File: config.mk
export PLATFORM = sky130hd
export DESIGN_NAME = mem_access_ctrl_flat
export DESIGN_NICKNAME = d
export VERILOG_FILES = /design/src/rtl/mem_access_ctrl_pkg.sv /design/src/rtl/mem_access_ctrl_if.sv /design/src/rtl/mem_load_align.sv /design/src/rtl/mem_access_ctrl.sv /design/src/flat_wrapper.sv
export SDC_FILE = /design/constraint.sdc
export NUM_CORES = 1
export LEC_CHECK = 0
export CORE_ASPECT_RATIO = 1.5
export CORE_MARGIN = 10
export CORE_UTILIZATION = 35
export DETAILED_ROUTE_END_ITERATION = 8
export HOLD_SLACK_MARGIN = 0.08
export PLACE_DENSITY = 0.73
export SETUP_SLACK_MARGIN = 0.15
export SLEW_MARGIN = 20
export SYNTH_ARGS = -nofsm -noshare
export SYNTH_HDL_FRONTEND = slang
export SYNTH_SLANG_ARGS = --single-unit
export TNS_END_PERCENT = 100
File: constraint.sdc
create_clock -name cpu_clk_50M -period 6.23 [get_ports cpu_clk_50M]
set_input_delay 1.246 -clock cpu_clk_50M [delete_from_list [all_inputs] [get_ports cpu_clk_50M]]
set_output_delay 1.246 -clock cpu_clk_50M [all_outputs]
set_load 0.01 [all_outputs]
File: src/rtl/mem_access_ctrl_pkg.sv
// Shared definitions for the memory-access stage: opcodes, FSM encoding,
// datapath width and small opcode classification helpers.
package mem_access_ctrl_pkg;

  localparam int WORD_W = 32;

  // Execute-stage opcodes seen by this stage.
  localparam logic [7:0] OP_LB   = 8'h90;
  localparam logic [7:0] OP_LW   = 8'h92;
  localparam logic [7:0] OP_SB   = 8'h98;
  localparam logic [7:0] OP_SW   = 8'h9A;
  localparam logic [7:0] OP_MULT = 8'h14;

  typedef enum logic [1:0] {
    S_IDLE = 2'd0,
    S_WAIT = 2'd1,
    S_DONE = 2'd2
  } state_e;

  function automatic logic is_load(input logic [7:0] op);
    return (op == OP_LB) || (op == OP_LW);
  endfunction

  function automatic logic is_store(input logic [7:0] op);
    return (op == OP_SB) || (op == OP_SW);
  endfunction

  // Word accesses are the only ones that can be misaligned.
  function automatic logic is_word(input logic [7:0] op);
    return (op == OP_LW) || (op == OP_SW);
  endfunction

endpackage

File: src/rtl/mem_access_ctrl_if.sv
// Request/acknowledge bus between the memory-access stage and data memory.
interface mem_access_ctrl_if;
  import mem_access_ctrl_pkg::*;

  logic              dm_req_o;
  logic              dm_we_o;
  logic [3:0]        dm_be_o;
  logic [WORD_W-1:0] dm_addr_o;
  logic [WORD_W-1:0] dm_wdata_o;
  logic [WORD_W-1:0] dm_rdata_i;
  logic              dm_ack_i;

  // Controller side.
  modport master (
    output dm_req_o, dm_we_o, dm_be_o, dm_addr_o, dm_wdata_o,
    input  dm_rdata_i, dm_ack_i
  );

  // Memory side.
  modport slave (
    input  dm_req_o, dm_we_o, dm_be_o, dm_addr_o, dm_wdata_o,
    output dm_rdata_i, dm_ack_i
  );

endinterface

File: src/rtl/mem_load_align.sv
// Byte lane handling: byte enables and data replication for stores,
// byte select and sign extension for loads (little-endian).
module mem_load_align
  import mem_access_ctrl_pkg::*;
(
  input  logic [7:0]        aluop_i,
  input  logic [1:0]        offset_i,
  input  logic [WORD_W-1:0] din_i,
  input  logic [WORD_W-1:0] rdata_i,
  output logic [3:0]        be_o,
  output logic [WORD_W-1:0] wdata_o,
  output logic [WORD_W-1:0] ldata_o
);

  logic [7:0] byte_sel;
  logic       is_byte;

  // Select the addressed byte and shape data for word or byte access.
  always_comb begin
    // NOTE: every output gets a default before any branch so no latch is inferred.
    case (offset_i)
      2'd0:    byte_sel = rdata_i[7:0];
      2'd1:    byte_sel = rdata_i[15:8];
      2'd2:    byte_sel = rdata_i[23:16];
      default: byte_sel = rdata_i[31:24];
    endcase
    is_byte = (aluop_i == OP_LB) || (aluop_i == OP_SB);
    be_o    = 4'b1111;
    wdata_o = din_i;
    ldata_o = rdata_i;
    if (is_byte) begin
      be_o    = 4'b0001 << offset_i;
      wdata_o = {4{din_i[7:0]}};
      ldata_o = {{24{byte_sel[7]}}, byte_sel};
    end
  end

endmodule

File: src/rtl/mem_access_ctrl.sv
// Memory-access pipeline stage: issues LB/LW/SB/SW to a variable-latency
// data memory over a req/ack bus, stalls upstream while an access is in
// flight, aborts on timeout and flags misaligned word accesses.
module mem_access_ctrl
  import mem_access_ctrl_pkg::*;
#(
  parameter int TIMEOUT_CYC = 16,
  parameter int CNT_W       = 5
) (
  input  logic              cpu_clk_50M,
  input  logic              rst_n,
  input  logic [7:0]        mem_aluop_i,
  input  logic [4:0]        mem_wa_i,
  input  logic [WORD_W-1:0] mem_wd_i,
  input  logic              mem_wreg_i,
  input  logic              mem_mreg_i,
  input  logic [WORD_W-1:0] mem_din_i,
  input  logic              mem_whilo_i,
  input  logic [63:0]       mem_hilo_i,
  mem_access_ctrl_if.master dm,
  output logic              stall_req_o,
  output logic [4:0]        mem_wa_o,
  output logic              mem_wreg_o,
  output logic [WORD_W-1:0] mem_dreg_o,
  output logic              mem_whilo_o,
  output logic [63:0]       mem_hilo_o,
  output logic              mem_err_o
);

  state_e            state_q, state_d;
  logic [CNT_W-1:0]  cnt_q, cnt_d;
  logic [WORD_W-1:0] ldbuf_q, ldbuf_d;
  logic              tout_q, tout_d;
  // Request fields latched on issue so the bus is stable during WAIT.
  logic              rq_we_q, rq_we_d;
  logic [3:0]        rq_be_q, rq_be_d;
  logic [WORD_W-1:0] rq_addr_q, rq_addr_d;
  logic [WORD_W-1:0] rq_wdata_q, rq_wdata_d;

  logic              mem_op, misaligned;
  logic [3:0]        al_be;
  logic [WORD_W-1:0] al_wdata, al_ldata;

  assign mem_op     = is_load(mem_aluop_i) || is_store(mem_aluop_i);
  assign misaligned = is_word(mem_aluop_i) && (mem_wd_i[1:0] != 2'b00);

  mem_load_align u_align (
    .aluop_i  (mem_aluop_i),
    .offset_i (mem_wd_i[1:0]),
    .din_i    (mem_din_i),
    .rdata_i  (ldbuf_q),
    .be_o     (al_be),
    .wdata_o  (al_wdata),
    .ldata_o  (al_ldata)
  );

  // State and datapath registers.
  always_ff @(posedge cpu_clk_50M or negedge rst_n) begin
    if (!rst_n) begin
      state_q    <= S_IDLE;
      cnt_q      <= '0;
      ldbuf_q    <= '0;
      tout_q     <= 1'b0;
      rq_we_q    <= 1'b0;
      rq_be_q    <= '0;
      rq_addr_q  <= '0;
      rq_wdata_q <= '0;
    end else begin
      // NOTE: non-blocking assignments so all registers update from pre-edge values.
      state_q    <= state_d;
      cnt_q      <= cnt_d;
      ldbuf_q    <= ldbuf_d;
      tout_q     <= tout_d;
      rq_we_q    <= rq_we_d;
      rq_be_q    <= rq_be_d;
      rq_addr_q  <= rq_addr_d;
      rq_wdata_q <= rq_wdata_d;
    end
  end

  // Next-state logic, bus drive and write-back outputs.
  always_comb begin
    state_d       = state_q;
    cnt_d         = cnt_q;
    ldbuf_d       = ldbuf_q;
    tout_d        = 1'b0;
    rq_we_d       = rq_we_q;
    rq_be_d       = rq_be_q;
    rq_addr_d     = rq_addr_q;
    rq_wdata_d    = rq_wdata_q;
    dm.dm_req_o   = 1'b0;
    dm.dm_we_o    = 1'b0;
    dm.dm_be_o    = '0;
    dm.dm_addr_o  = '0;
    dm.dm_wdata_o = '0;
    stall_req_o   = 1'b0;
    mem_wa_o      = mem_wa_i;
    mem_wreg_o    = mem_wreg_i;
    mem_dreg_o    = mem_wd_i;
    mem_whilo_o   = mem_whilo_i;
    mem_hilo_o    = mem_hilo_i;
    mem_err_o     = 1'b0;

    case (state_q)
      S_IDLE: begin
        if (mem_op && misaligned) begin
          mem_err_o  = 1'b1;
          mem_wreg_o = 1'b0;
        end else if (mem_op) begin
          dm.dm_req_o   = 1'b1;
          dm.dm_we_o    = is_store(mem_aluop_i);
          dm.dm_be_o    = al_be;
          dm.dm_addr_o  = {mem_wd_i[WORD_W-1:2], 2'b00};
          dm.dm_wdata_o = al_wdata;
          stall_req_o   = 1'b1;
          mem_wreg_o    = 1'b0;
          rq_we_d       = is_store(mem_aluop_i);
          rq_be_d       = al_be;
          rq_addr_d     = {mem_wd_i[WORD_W-1:2], 2'b00};
          rq_wdata_d    = al_wdata;
          if (dm.dm_ack_i) begin
            ldbuf_d = dm.dm_rdata_i;
            state_d = S_DONE;
          end else begin
            cnt_d   = CNT_W'(1);
            state_d = S_WAIT;
          end
        end
      end

      S_WAIT: begin
        dm.dm_req_o   = 1'b1;
        dm.dm_we_o    = rq_we_q;
        dm.dm_be_o    = rq_be_q;
        dm.dm_addr_o  = rq_addr_q;
        dm.dm_wdata_o = rq_wdata_q;
        stall_req_o   = 1'b1;
        mem_wreg_o    = 1'b0;
        cnt_d         = cnt_q + 1'b1;
        if (dm.dm_ack_i) begin
          ldbuf_d = dm.dm_rdata_i;
          state_d = S_DONE;
        end else if (cnt_q == CNT_W'(TIMEOUT_CYC - 1)) begin
          tout_d  = 1'b1;
          state_d = S_DONE;
        end
      end

      S_DONE: begin
        if (mem_mreg_i) begin
          mem_dreg_o = al_ldata;
        end
        if (tout_q) begin
          mem_wreg_o = 1'b0;
          mem_err_o  = 1'b1;
        end
        state_d = S_IDLE;
      end

      default: state_d = S_IDLE;
    endcase

    // Reset forces every output low immediately, not at the next edge.
    if (!rst_n) begin
      dm.dm_req_o   = 1'b0;
      dm.dm_we_o    = 1'b0;
      dm.dm_be_o    = '0;
      dm.dm_addr_o  = '0;
      dm.dm_wdata_o = '0;
      stall_req_o   = 1'b0;
      mem_wa_o      = '0;
      mem_wreg_o    = 1'b0;
      mem_dreg_o    = '0;
      mem_whilo_o   = 1'b0;
      mem_hilo_o    = '0;
      mem_err_o     = 1'b0;
    end
  end

endmodule

File: src/flat_wrapper.sv
// flat-port wrapper written by rule: the top's interface ports become plain ports
module mem_access_ctrl_flat import mem_access_ctrl_pkg::*;
#(
  parameter int TIMEOUT_CYC = 16,
  parameter int CNT_W       = 5
)
  (cpu_clk_50M, rst_n, mem_aluop_i, mem_wa_i, mem_wd_i, mem_wreg_i, mem_mreg_i, mem_din_i, mem_whilo_i, mem_hilo_i, stall_req_o, mem_wa_o, mem_wreg_o, mem_dreg_o, mem_whilo_o, mem_hilo_o, mem_err_o, dm_dm_req_o, dm_dm_we_o, dm_dm_be_o, dm_dm_addr_o, dm_dm_wdata_o, dm_dm_rdata_i, dm_dm_ack_i);
  mem_access_ctrl_if dm_i ();
  input  logic cpu_clk_50M;
  input  logic rst_n;
  input  logic [7:0] mem_aluop_i;
  input  logic [4:0] mem_wa_i;
  input  logic [WORD_W-1:0] mem_wd_i;
  input  logic mem_wreg_i;
  input  logic mem_mreg_i;
  input  logic [WORD_W-1:0] mem_din_i;
  input  logic mem_whilo_i;
  input  logic [63:0] mem_hilo_i;
  output logic stall_req_o;
  output logic [4:0] mem_wa_o;
  output logic mem_wreg_o;
  output logic [WORD_W-1:0] mem_dreg_o;
  output logic mem_whilo_o;
  output logic [63:0] mem_hilo_o;
  output logic mem_err_o;
  output wire logic [$bits(dm_i.dm_req_o)-1:0] dm_dm_req_o;
  output wire logic [$bits(dm_i.dm_we_o)-1:0] dm_dm_we_o;
  output wire logic [$bits(dm_i.dm_be_o)-1:0] dm_dm_be_o;
  output wire logic [$bits(dm_i.dm_addr_o)-1:0] dm_dm_addr_o;
  output wire logic [$bits(dm_i.dm_wdata_o)-1:0] dm_dm_wdata_o;
  input wire logic [$bits(dm_i.dm_rdata_i)-1:0] dm_dm_rdata_i;
  input wire logic [$bits(dm_i.dm_ack_i)-1:0] dm_dm_ack_i;
  assign dm_dm_req_o = dm_i.dm_req_o;
  assign dm_dm_we_o = dm_i.dm_we_o;
  assign dm_dm_be_o = dm_i.dm_be_o;
  assign dm_dm_addr_o = dm_i.dm_addr_o;
  assign dm_dm_wdata_o = dm_i.dm_wdata_o;
  assign dm_i.dm_rdata_i = dm_dm_rdata_i;
  assign dm_i.dm_ack_i = dm_dm_ack_i;
  mem_access_ctrl #(.TIMEOUT_CYC(TIMEOUT_CYC), .CNT_W(CNT_W)) u_core (.cpu_clk_50M(cpu_clk_50M), .rst_n(rst_n), .mem_aluop_i(mem_aluop_i), .mem_wa_i(mem_wa_i), .mem_wd_i(mem_wd_i), .mem_wreg_i(mem_wreg_i), .mem_mreg_i(mem_mreg_i), .mem_din_i(mem_din_i), .mem_whilo_i(mem_whilo_i), .mem_hilo_i(mem_hilo_i), .dm(dm_i), .stall_req_o(stall_req_o), .mem_wa_o(mem_wa_o), .mem_wreg_o(mem_wreg_o), .mem_dreg_o(mem_dreg_o), .mem_whilo_o(mem_whilo_o), .mem_hilo_o(mem_hilo_o), .mem_err_o(mem_err_o));
endmodule
==> flow_metrics.env <==
export IMPL_layout_common_cells="350 x clkdlybuf4s50_1, 268 x nand2_1, 107 x dfrtp_1, 70 x and2_1, 69 x a21oi_1"
export IMPL_finalWirelength_um=29990
export IMPL_status="finished, final reports clean"
export IMPL_endpoint_kind="primary output"
export IMPL_synthesis_area_um2=6733
export IMPL_cts_inserted_buffers=9
export IMPL_yosysWarnings=0
export IMPL_ff2ff_setup_slack_ns=4.34
export IMPL_clk_pin_slew_ns=0.08
export IMPL_critPathRequiredTime_ns=4.98
export IMPL_placed_cells=1368
export IMPL_clk_latency_ns=0.36
export IMPL_max_freq_mhz=185.7
export IMPL_syn2layout_area_growth_pct=58.67
export IMPL_clockBufferDepth=2
export IMPL_dp_hpwl_um=23320
export IMPL_place_congestion=0.8803
export IMPL_maxCapViolations=0
export IMPL_coreArea_um2=19010
export IMPL_synthFlopType="dfrtp_1"
export IMPL_reg2reg_from="u_core.state_q[0]"
export IMPL_worstSetupStartpoint="mem_wd_i[0]"
export IMPL_vdd_drop_max_mv=0.1262
export IMPL_start_util_pct=35.42
export IMPL_cp_cell_sequence="clkdlybuf4s50_1, buf_4, mux4_2, a21boi_2, a21oi_1, clkdlybuf4s50_1"
export IMPL_ys_seq_area_share_pct=39.77
export IMPL_post_cts_setup_buffers=0
export IMPL_die_area_um2=25300
export IMPL_ys_types=48
export IMPL_final_antenna_net_count=0
export IMPL_hold_violations=0
export IMPL_critPathSlowestCell="a21boi_2"
export IMPL_fin_cells=1386
export IMPL_h_tree_depth=3
export IMPL_period_minus_slack_ns=5.384
export IMPL_synth_area_top_cells="dfrtp_1 40%, nand2_1 15%, and2_1 6.5%"
export IMPL_setup_viol=0
export IMPL_hold_class="reg2reg"
export IMPL_critical_path_max_fanout=25
export IMPL_drive_gt1_share_pct=9.309
export IMPL_synthCells=815
export IMPL_grt_setup_unrepaired="no"
export IMPL_yosys_area_top_type="dfrtp_1"
export IMPL_timing_final_max_slew_violations=0
export IMPL_cp_start_kind="primary input"
export IMPL_port_buffers=351
export IMPL_synth_top_cell_area_share_pct=39.77
export IMPL_crit_cells=6
export IMPL_layout_worst_path_cycle_share_pct=86.42
export IMPL_fp_dieW_um=133.2
export IMPL_fin_tns_setup_ns=0
export IMPL_slew_headroom_pct=30.18
export IMPL_worst_pin_slew_ns=1.041
export IMPL_min_path_cells=2
export IMPL_grt_ovfl_total=0
export IMPL_finalPower_w=0.001890
export IMPL_cts_sinks=107
export IMPL_fin_skew_ns=0.01041
export IMPL_crit_buf_inv=3
export IMPL_dr_pass1_iters=5
export IMPL_p_leak_nw=4.393
export IMPL_path_class="in2out"
export IMPL_r2r_cells=4
export IMPL_grt_use_total_pct=22.78
export IMPL_final_nets=1304
export IMPL_drt_iter0_markers=536
export IMPL_pin_count=354
export IMPL_synth_async_reset_ratio_pct=100.0
export IMPL_critical_path_max_stage_delay_ns=0.79
export IMPL_post_drt_wl_per_cell_um=21.64
export IMPL_grt_pass1_wl_um=44840
export IMPL_tritoncts="yes"
export IMPL_cpMostUsedCell="clkdlybuf4s50_1"
export IMPL_powerDensity_nw_per_um2=177.0
export IMPL_rows=62
export IMPL_num_vias=7055
export IMPL_grt_pass1_vias=7159
export IMPL_cts_resized=0
export IMPL_via_per_inst=5.090
export IMPL_die_h_um=189.9
export IMPL_critPathArrivalTime_ns=4.14
export IMPL_antenna_found_initial=2
export IMPL_layout_commonest_cell="clkdlybuf4s50_1"
export IMPL_grt_max_degree=93
export IMPL_cts_hold_fix_buffers=0
export IMPL_avgSynthCellArea_um2=8.261
export IMPL_cts_root_buf="clkbuf_16"
export IMPL_ys_ff_latch=107
export IMPL_cp_endpoint="mem_dreg_o[30]"
export IMPL_crit_family="buffers and inverters"
export IMPL_drc=0
export IMPL_regToRegEndpoint="u_core.cnt_q[3]"
export IMPL_synth_edff_count=0
==> per-layer routing <==
| layer | vias up | track usage, % | share of wire [%] |
|---|---|---|---|
| met1 | 3402 | 28.29 | 42 |
| met5 | - | 0 | 0 |
| met4 | 0 | 7.263 | 2.4 |
| met3 | 44 | 4.831 | 6.2 |
| li1 | 3322 | - | - |
| met2 | 287 | 38.51 | 49 |
==> worst reg2reg max path, stage by stage (launching register included) <==
cell and delay [ns]:
dfrtp_1 0.52, nor2b_4 0.47, a41oi_1 0.23, or3_1 0.44
a22oi_1 0.15
==> through the flow <==
stage / utilization, % / hold slack, ns / setup slack (ns) / cell area (um2)
2_1_floorplan: - / 0.4457 / 2.387 / 6736
3_3_place_gp: 54.68 / 0.4568 / 0.9538 / 10390
3_5_place_dp: 54.68 / 0.4618 / 0.8714 / 10390
4_1_cts: 56.18 / 0.4807 / 0.8521 / 10680
5_1_grt: 56.21 / 0.4948 / 0.6825 / 10680
6_report: 56.21 / 0.4803 / 0.8458 / 10680
==> sequential cells by signal, indices dropped and copies added (netlist names) <==
signal	count
u_core.tout_q	1
u_core.rq_addr_q	30
u_core.rq_wdata_q	32
u_core.cnt_q	5
u_core.ldbuf_q	32
u_core.rq_we_q	1
u_core.state_q	2
u_core.rq_be_q	4
==> worst min path at each step <==
stage / end / from / slack [ns]
2_1_floorplan: u_core.rq_addr_q[10] / u_core.rq_addr_q[10] / 0.45
3_3_place_gp: u_core.rq_wdata_q[4] / u_core.rq_wdata_q[4] / 0.46
3_5_place_dp: u_core.rq_wdata_q[26] / u_core.rq_wdata_q[26] / 0.46
4_1_cts: u_core.rq_wdata_q[12] / u_core.rq_wdata_q[12] / 0.48
5_1_grt: u_core.rq_wdata_q[15] / u_core.rq_wdata_q[15] / 0.49
6_report: u_core.rq_wdata_q[12] / u_core.rq_wdata_q[12] / 0.48
==> cells in the mapped netlist (all sizes together), types with 3 or more instances <==
cell	n
nand2	268
dfrtp	107
a21oi	93
o21ai	72
and2	70
clkbuf	43
mux2	39
buf	28
nand2b	10
a22o	9
a2111oi	8
a31oi	8
nor2	8
inv	5
or3	5
nor2b	4
a22oi	3
and3	3
nand3	3
nor3	3
==> report_power, final <==
group	total [W]	internal [W]	switching, W	leakage [nW]
Clock	0.000577	0.000282	0.000295	0.138
Sequential	0.000869	0.000792	0.0000763	1.42
Combinational	0.000445	0.000250	0.000195	2.83
==> cell families after synthesis <==
logic type / count (synthesis) / share of synthesized area (%)
compound gates: 198 / 21.15
xor+xnor: 2 / 0.2602
fa+ha+maj: 2 / 0.3716
buf+inv: 76 / 5.166
flops: 107 / 39.77
mux: 41 / 7.006
other cells: 1 / 0.05570
simple gates: 388 / 26.22
==> layout make-up <==
type                    count  area, um2
fillers                  1761       8323
multi-input cells         633       3741
repair buffers            367       3635
flip-flops and latches    107       2678
well taps                 256      320.3
clock buffers              10      229.0
clock inverters             6      56.30
inverters                   5      18.77
diodes                      2      5.005
Power figures use the tool's default switching activity.
